==> config.mk <==
export PLATFORM = sky130hd
export DESIGN_NAME = dma_bus_arb
export DESIGN_NICKNAME = d
export VERILOG_FILES = /design/src/rtl/dma_bus_arb.sv
export SDC_FILE = /design/constraint.sdc
export NUM_CORES = 1
export LEC_CHECK = 0
export BUFFER_PORTS_ARGS = -buffer_cell sky130_fd_sc_hd__buf_2
export CORE_AREA = 2 2 39 41
export DETAILED_ROUTE_END_ITERATION = 10
export DIE_AREA = 0 0 41 43
export HOLD_SLACK_MARGIN = 0.12
export PLACE_DENSITY_LB_ADDON = 0.15
export SLEW_MARGIN = 20
export SYNTH_ARGS = -nofsm -noshare
export SYNTH_HDL_FRONTEND = slang
export SYNTH_SLANG_ARGS = --single-unit
==> constraint.sdc <==
create_clock -name clk -period 1.79 [get_ports clk]
set_clock_uncertainty 0.15 [all_clocks]
set_input_delay 0.358 -clock clk [delete_from_list [all_inputs] [get_ports clk]]
set_output_delay 0.358 -clock clk [all_outputs]
set_load 0.01 [all_outputs]
==> src/rtl/dma_bus_arb.sv <==
// -----------------------------------------------------------------------------
// dma_bus_arb
//
// Arbitrates the shared memory bus between the DSP DMA engine and the blitter.
// The arbiter requests the bus from the CPU, grants it to one DMA master at a
// time (DSP has fixed priority), hands over directly between masters without
// releasing the CPU request, and never moves a grant while a DMA memory cycle
// is in flight. A blitter grant yields to a waiting DSP after BLT_BURST cycles.
//
// Optional feature (macro DMA_ARB_TIMEOUT_EN): CPU-acknowledge timeout. When
// defined, an ACQ phase that waits TO_CYC cycles for the acknowledge aborts
// back to IDLE, pulses abort and sets the sticky toerr flag. When undefined,
// ACQ waits indefinitely and abort/toerr are tied low.
//
// Parameters:
//   BLT_BURST  blitter grant cycles before yielding to a pending DSP (1..15)
//   TO_CYC     acknowledge timeout in clk cycles (1..255, timeout build only)
//
// Ports:
//   clk      in   system clock, rising edge
//   resetl   in   asynchronous active-low reset
//   dspreq   in   DSP bus request (level, active high)
//   bltreq   in   blitter bus request (level, active high)
//   busakl   in   CPU bus acknowledge (active low)
//   dmacyc   in   DMA memory cycle in progress (active high)
//   busreql  out  bus request to CPU (active low)
//   dspbak   out  DSP grant / dspbakl its complement
//   bltbak   out  blitter grant / bltbakl its complement
//   abort    out  one-cycle pulse on acknowledge timeout
//   toerr    out  sticky timeout flag
// -----------------------------------------------------------------------------
module dma_bus_arb #(
    parameter int BLT_BURST = 8,
    parameter int TO_CYC    = 255
) (
    input  logic clk,
    input  logic resetl,
    input  logic dspreq,
    input  logic bltreq,
    input  logic busakl,
    input  logic dmacyc,
    output logic busreql,
    output logic dspbak,
    output logic dspbakl,
    output logic bltbak,
    output logic bltbakl,
    output logic abort,
    output logic toerr
);

    typedef enum logic [2:0] {
        ST_IDLE = 3'd0,
        ST_ACQ  = 3'd1,
        ST_DSPG = 3'd2,
        ST_BLTG = 3'd3,
        ST_REL  = 3'd4
    } state_t;

    // Elaboration-time range guards on the parameters.
    if (BLT_BURST < 1 || BLT_BURST > 15) begin : g_bad_blt_burst
        $error("dma_bus_arb: BLT_BURST out of range 1..15");
    end
    if (TO_CYC < 1 || TO_CYC > 255) begin : g_bad_to_cyc
        $error("dma_bus_arb: TO_CYC out of range 1..255");
    end

    localparam logic [3:0] BURST_MAX  = 4'(BLT_BURST);
    // Counter value seen on the edge that completes grant cycle BLT_BURST.
    localparam logic [3:0] BURST_LAST = 4'(BLT_BURST - 1);

    state_t     state_r;
    state_t     state_s;
    logic [3:0] burst_cnt_r;
    logic [3:0] burst_cnt_s;
    logic       burst_done_s;
    logic       busreql_r;
    logic       dspbak_r;
    logic       dspbakl_r;
    logic       bltbak_r;
    logic       bltbakl_r;

`ifdef DMA_ARB_TIMEOUT_EN
    localparam logic [7:0] TO_LAST = 8'(TO_CYC - 1);
    logic [7:0] to_cnt_r;
    logic [7:0] to_cnt_s;
    logic       timeout_s;
    logic       abort_r;
    logic       toerr_r;
`endif

    assign burst_done_s = (burst_cnt_r >= BURST_LAST);

    // Next-state decision; every grant move is gated by dmacyc being low.
    always_comb begin
        state_s = state_r;
`ifdef DMA_ARB_TIMEOUT_EN
        timeout_s = 1'b0;
`endif
        case (state_r)
            ST_IDLE: begin
                if (dspreq || bltreq) begin
                    state_s = ST_ACQ;
                end else begin
                    state_s = ST_IDLE;
                end
            end
            ST_ACQ: begin
                if (!busakl) begin
                    if (dspreq) begin
                        state_s = ST_DSPG;
                    end else if (bltreq) begin
                        state_s = ST_BLTG;
                    end else begin
                        state_s = ST_REL;
                    end
                end else if (!dspreq && !bltreq) begin
                    state_s = ST_IDLE;
`ifdef DMA_ARB_TIMEOUT_EN
                end else if (to_cnt_r == TO_LAST) begin
                    state_s   = ST_IDLE;
                    timeout_s = 1'b1;
`endif
                end else begin
                    state_s = ST_ACQ;
                end
            end
            ST_DSPG: begin
                if (!dspreq && !dmacyc) begin
                    state_s = bltreq ? ST_BLTG : ST_REL;
                end else begin
                    state_s = ST_DSPG;
                end
            end
            ST_BLTG: begin
                if (!dmacyc && (!bltreq || (burst_done_s && dspreq))) begin
                    state_s = dspreq ? ST_DSPG : ST_REL;
                end else begin
                    state_s = ST_BLTG;
                end
            end
            ST_REL: begin
                // New requests are deliberately ignored until the CPU lets go.
                if (busakl) begin
                    state_s = ST_IDLE;
                end else begin
                    state_s = ST_REL;
                end
            end
            default: begin
                state_s = ST_IDLE;
            end
        endcase
    end

    // Burst counter: zero on BLTG entry, counts grant cycles, saturates.
    always_comb begin
        burst_cnt_s = 4'd0;
        if (state_r == ST_BLTG && state_s == ST_BLTG) begin
            if (burst_cnt_r < BURST_MAX) begin
                burst_cnt_s = burst_cnt_r + 4'd1;
            end else begin
                burst_cnt_s = burst_cnt_r;
            end
        end else begin
            burst_cnt_s = 4'd0;
        end
    end

    // State, counter and registered output decode of the next state.
    always_ff @(posedge clk or negedge resetl) begin
        if (!resetl) begin
            state_r     <= ST_IDLE;
            burst_cnt_r <= 4'd0;
            busreql_r   <= 1'b1;
            dspbak_r    <= 1'b0;
            dspbakl_r   <= 1'b1;
            bltbak_r    <= 1'b0;
            bltbakl_r   <= 1'b1;
        end else begin
            state_r     <= state_s;
            burst_cnt_r <= burst_cnt_s;
            busreql_r   <= !(state_s == ST_ACQ || state_s == ST_DSPG || state_s == ST_BLTG);
            dspbak_r    <= (state_s == ST_DSPG);
            dspbakl_r   <= (state_s != ST_DSPG);
            bltbak_r    <= (state_s == ST_BLTG);
            bltbakl_r   <= (state_s != ST_BLTG);
        end
    end

`ifdef DMA_ARB_TIMEOUT_EN
    // Acknowledge-wait counter: zero on ACQ entry, counts while ACQ persists.
    always_comb begin
        to_cnt_s = 8'd0;
        if (state_r == ST_ACQ && state_s == ST_ACQ) begin
            to_cnt_s = to_cnt_r + 8'd1;
        end else begin
            to_cnt_s = 8'd0;
        end
    end

    // Timeout counter, abort pulse and sticky error flag.
    always_ff @(posedge clk or negedge resetl) begin
        if (!resetl) begin
            to_cnt_r <= 8'd0;
            abort_r  <= 1'b0;
            toerr_r  <= 1'b0;
        end else begin
            to_cnt_r <= to_cnt_s;
            abort_r  <= timeout_s;
            toerr_r  <= toerr_r | timeout_s;
        end
    end

    assign abort = abort_r;
    assign toerr = toerr_r;
`else
    assign abort = 1'b0;
    assign toerr = 1'b0;
`endif

    assign busreql = busreql_r;
    assign dspbak  = dspbak_r;
    assign dspbakl = dspbakl_r;
    assign bltbak  = bltbak_r;
    assign bltbakl = bltbakl_r;

endmodule

==> qor.tcl <==
set qor(worst_path_largest_cell_delay_ps) 410
set qor(route.vias.total) 406
set qor(synthAdderAreaFrac_pct) 2.26
set qor(hpwlAfterDp_um) 708
set qor(power_leakage_nw) 0.312
set qor(die-height_um) 43
set qor(finalCritPeriodShare_pct) 85.3
set qor(grt_setup_unrepaired) {no}
set qor(warnings_synthesis) 0
set qor(remaining_drc_errors) 0
set qor(netlist_area_um2) 554
set qor(syn_avg_cell_area_um2) 10.5
set qor(cts_setup_buffers) 0
set qor(yosysUniqueCellTypes) 26
set qor(first_global_vias) 384
set qor(drtPass1Iterations) 4
set qor(clk_pin_slew_ps) 70
set qor(final-hold-violation-count) 0
set qor(cts.repair.resized) 0
set qor(antenna_diode_instance_count) 0
set qor(max-vdd-ir-drop_mv) 0.823
set qor(slew_viol_final) 0
set qor(clockBufferDepth) 2
set qor(crit_path_max_fanout) 4
set qor(die_width_um) 41
set qor(route.final.wire_length_um) 934
set qor(final_net_count) 75
set qor(final_core_utilization_pct) 46.9
set qor(post_synth_and_or_nand_nor_area_fraction_pct) 14.4
set qor(cts_buffers) 3
set qor(pwr_density_cell_nw_per_um2) 1380
set qor(synth.area.mux_share_pct) 3.61
set qor(setup_total_negative_slack_ps) 0
set qor(grt_remaining_overflow) 0
set qor(initial_utilization_pct) 40.1
set qor(cp_cell_sequence) {ha_1 -> a21oi_1 -> o21a_1 -> o211ai_1 -> nor2_1}
set qor(tritoncts) {done}
set qor(critical_path.n_buffers_inverters) 0
set qor(insertion_delay_ps) 270
set qor(path_delay_family) {compound AO/OA/AOI/OAI gates}
set qor(postRouteAntennaNets) 0
set qor(synth-compound-area-share_pct) 15.6
set qor(total_track_usage_pct) 13.0
set qor(post_cts_hold_buffer_count) 1
set qor(crit_required_ps) 1840
set qor(fp-row-count) 14
set qor(global_route_wire_length_before_repair_um) 1510
set qor(synth_flop_cell) {sky130_fd_sc_hd__dfrtp_1}
set qor(postSynthCellCount) 53
set qor(via_per_inst) 4.89
set qor(worst_hold_path_type) {in -> reg}
set qor(synth.ff_latch_count) 12
set qor(timing.final.crit_period_ps) 1530
set qor(synth_enable_flop_cells) 0
set qor(flow.area_growth_from_synthesis_pct) 17.2
set qor(post_route_cells_drive_above_1_share_pct) 28.4
set qor(cpMaxStageDelayCell) {sky130_fd_sc_hd__dfrtp_1}
set qor(design.portCount) 13
set qor(worst-setup-path-type) {reg -> reg}
set qor(avgRoutedWirePerCell_um) 11.3
set qor(antenna_found_initial) 0
set qor(placeableCoreArea_um2) 1380
set qor(synth_seq_area_share_pct) 54.9
set qor(finalSetupViolations) 0
set qor(xor_xnor_share_of_the_synthesized_area_pct) 3.16
set qor(synth_top_family_by_area) {compound AO/OA/AOI/OAI gates}
set qor(htree_num_levels) 1
set qor(place.port_buffers) 10
set qor(floorplan.die_area_um2) 1760
set qor(status) {finished, final reports clean}
set qor(cts.sink_count) 12
set qor(max_cap_viol_count) 0
set qor(fillerInstances) 133
set qor(critical_path.endpoint_type) {flip-flop}
set qor(type_of_element_launching_the_critical_path) {flip-flop}
set qor(cts-root-buf) {sky130_fd_sc_hd__clkbuf_4}
set qor(routabilityCongestion) 0.806
set qor(worst_path_arrival_ps) 1580
set qor(async_flop_share_pct) 100
set qor(max_freq_mhz) 655
set qor(grt_max_degree) 13
set qor(initialDrtViolationCount) 4
==> routing by layer <==
layer / vias to the layer above / global-route usage, % / part of all wire [%] / wire (um)
met4: 0 / 4.00 / 1.1 / 10
li1: 206 / - / - / -
met1: 191 / 13.7 / 45 / 422
met2: 7 / 20.6 / 49 / 457
met5: - / 0 / 0 / 0
met3: 2 / 7.85 / 4.7 / 44
==> through the flow <==
| step | power, W | hold slack, ps | cells | setup slack (ps) | instance area, um^2 |
|---|---|---|---|---|---|
| after floorplan | 0.000632 | -87.6 | 54 | 413 | 558 |
| after global placement | 0.000736 | 94.0 | 78 | 228 | 613 |
| after detailed placement | 0.000732 | 95.4 | 78 | 193 | 613 |
| after CTS | 0.000906 | 229 | 83 | 236 | 649 |
| after global routing | 0.000961 | 251 | 83 | 124 | 649 |
| final | 0.000895 | 230 | 83 | 263 | 649 |
==> cells by family (layout without fill, tap and decap cells) <==
| family | Yosys count | count (layout) |
|---|---|---|
| simple gates | 17 | 17 |
| fa+ha+maj | 1 | 1 |
| compound gates | 12 | 12 |
| other cells | 1 | 2 |
| mux | 2 | 2 |
| flops | 12 | 12 |
| buf+inv | 6 | 19 |
| xor+xnor | 2 | 2 |
==> power breakdown <==
group	total (W)	internal, W	switching [W]
Sequential	0.000432	0.000378	0.0000547
Clock	0.000167	0.0000862	0.0000811
Combinational	0.000295	0.000127	0.000168
Total	0.000895	0.000591	0.000304
==> layout by cell type, fill, tap and decap left out <==
cell | synthesis | final
sky130_fd_sc_hd__nand2b_1 | 1 | 1
sky130_fd_sc_hd__a31oi_1 | 1 | 1
sky130_fd_sc_hd__or4_2 | 1 | 1
sky130_fd_sc_hd__inv_1 | 4 | 4
sky130_fd_sc_hd__clkbuf_4 | 0 | 3
sky130_fd_sc_hd__o21ai_1 | 1 | 1
sky130_fd_sc_hd__o31ai_1 | 1 | 1
sky130_fd_sc_hd__dfrtp_1 | 9 | 9
sky130_fd_sc_hd__nand2_1 | 4 | 4
sky130_fd_sc_hd__conb_1 | 1 | 2
sky130_fd_sc_hd__a311o_2 | 1 | 1
sky130_fd_sc_hd__a21oi_1 | 1 | 1
sky130_fd_sc_hd__dlygate4sd3_1 | 0 | 1
sky130_fd_sc_hd__nor2b_1 | 2 | 2
sky130_fd_sc_hd__nor2_1 | 8 | 8
sky130_fd_sc_hd__and2_2 | 1 | 1
sky130_fd_sc_hd__a211oi_1 | 1 | 1
sky130_fd_sc_hd__dfstp_2 | 3 | 3
sky130_fd_sc_hd__a311oi_1 | 1 | 1
sky130_fd_sc_hd__xnor2_1 | 1 | 1
sky130_fd_sc_hd__clkbuf_1 | 0 | 1
sky130_fd_sc_hd__o21ai_0 | 2 | 2
sky130_fd_sc_hd__a32o_1 | 1 | 1
sky130_fd_sc_hd__o21a_1 | 1 | 1
sky130_fd_sc_hd__ha_1 | 1 | 1
sky130_fd_sc_hd__o211ai_1 | 1 | 1
sky130_fd_sc_hd__buf_2 | 0 | 10
sky130_fd_sc_hd__xor2_1 | 1 | 1
sky130_fd_sc_hd__mux2i_1 | 2 | 2
==> path summary, 6_finish.rpt <==
kind	from	to	slack, ps	cells after the start
setup reg to reg	burst_cnt_r[0]	burst_cnt_r[1]	260	5
max in group asynchronous	resetl	dspbakl	880	2
min in group asynchronous	resetl	burst_cnt_r[2]	330	2
hold / removal	busakl	state_r[2]	230	3
setup / recovery	burst_cnt_r[0]	burst_cnt_r[1]	260	5
hold reg to reg	state_r[2]	state_r[0]	300	1
==> worst register-to-register path, stage by stage (launching register included) <==
cell	delay, ps
sky130_fd_sc_hd__dfrtp_1	410
sky130_fd_sc_hd__ha_1	210
sky130_fd_sc_hd__a21oi_1	250
sky130_fd_sc_hd__o21a_1	150
sky130_fd_sc_hd__o211ai_1	150
sky130_fd_sc_hd__nor2_1	140
==> registers in the layout (all words and copies together) (netlist names) <==
| signal | flops |
|---|---|
| dspbakl | 1 |
| bltbakl | 1 |
| burst_cnt_r | 4 |
| bltbak | 1 |
| dspbak | 1 |
| busreql | 1 |
| state_r | 3 |
==> cells in the mapped netlist, types with 2 or more instances <==
cell	count	area, um^2
sky130_fd_sc_hd__buf_4	2	15.0
sky130_fd_sc_hd__nor2_1	8	30.0
sky130_fd_sc_hd__dfstp_2	3	78.8
sky130_fd_sc_hd__nor2b_1	2	12.5
sky130_fd_sc_hd__dfrtp_1	9	225
sky130_fd_sc_hd__nand2_1	4	15.0
sky130_fd_sc_hd__o21ai_0	2	10.0
sky130_fd_sc_hd__mux2i_1	2	20.0
sky130_fd_sc_hd__inv_1	4	15.0
==> layout make-up <==
cell class / instances / area, um^2 / share of cell area, %
clock buffer: 4 / 26.3 / 4.05
inverter: 4 / 15.0 / 2.31
multi-input combinational: 36 / 224 / 34.5
sequential: 12 / 304 / 46.8
tap: 16 / 20.0 / 3.08
timing repair buffer: 11 / 60.1 / 9.25
Power figures use the tool's default switching activity.
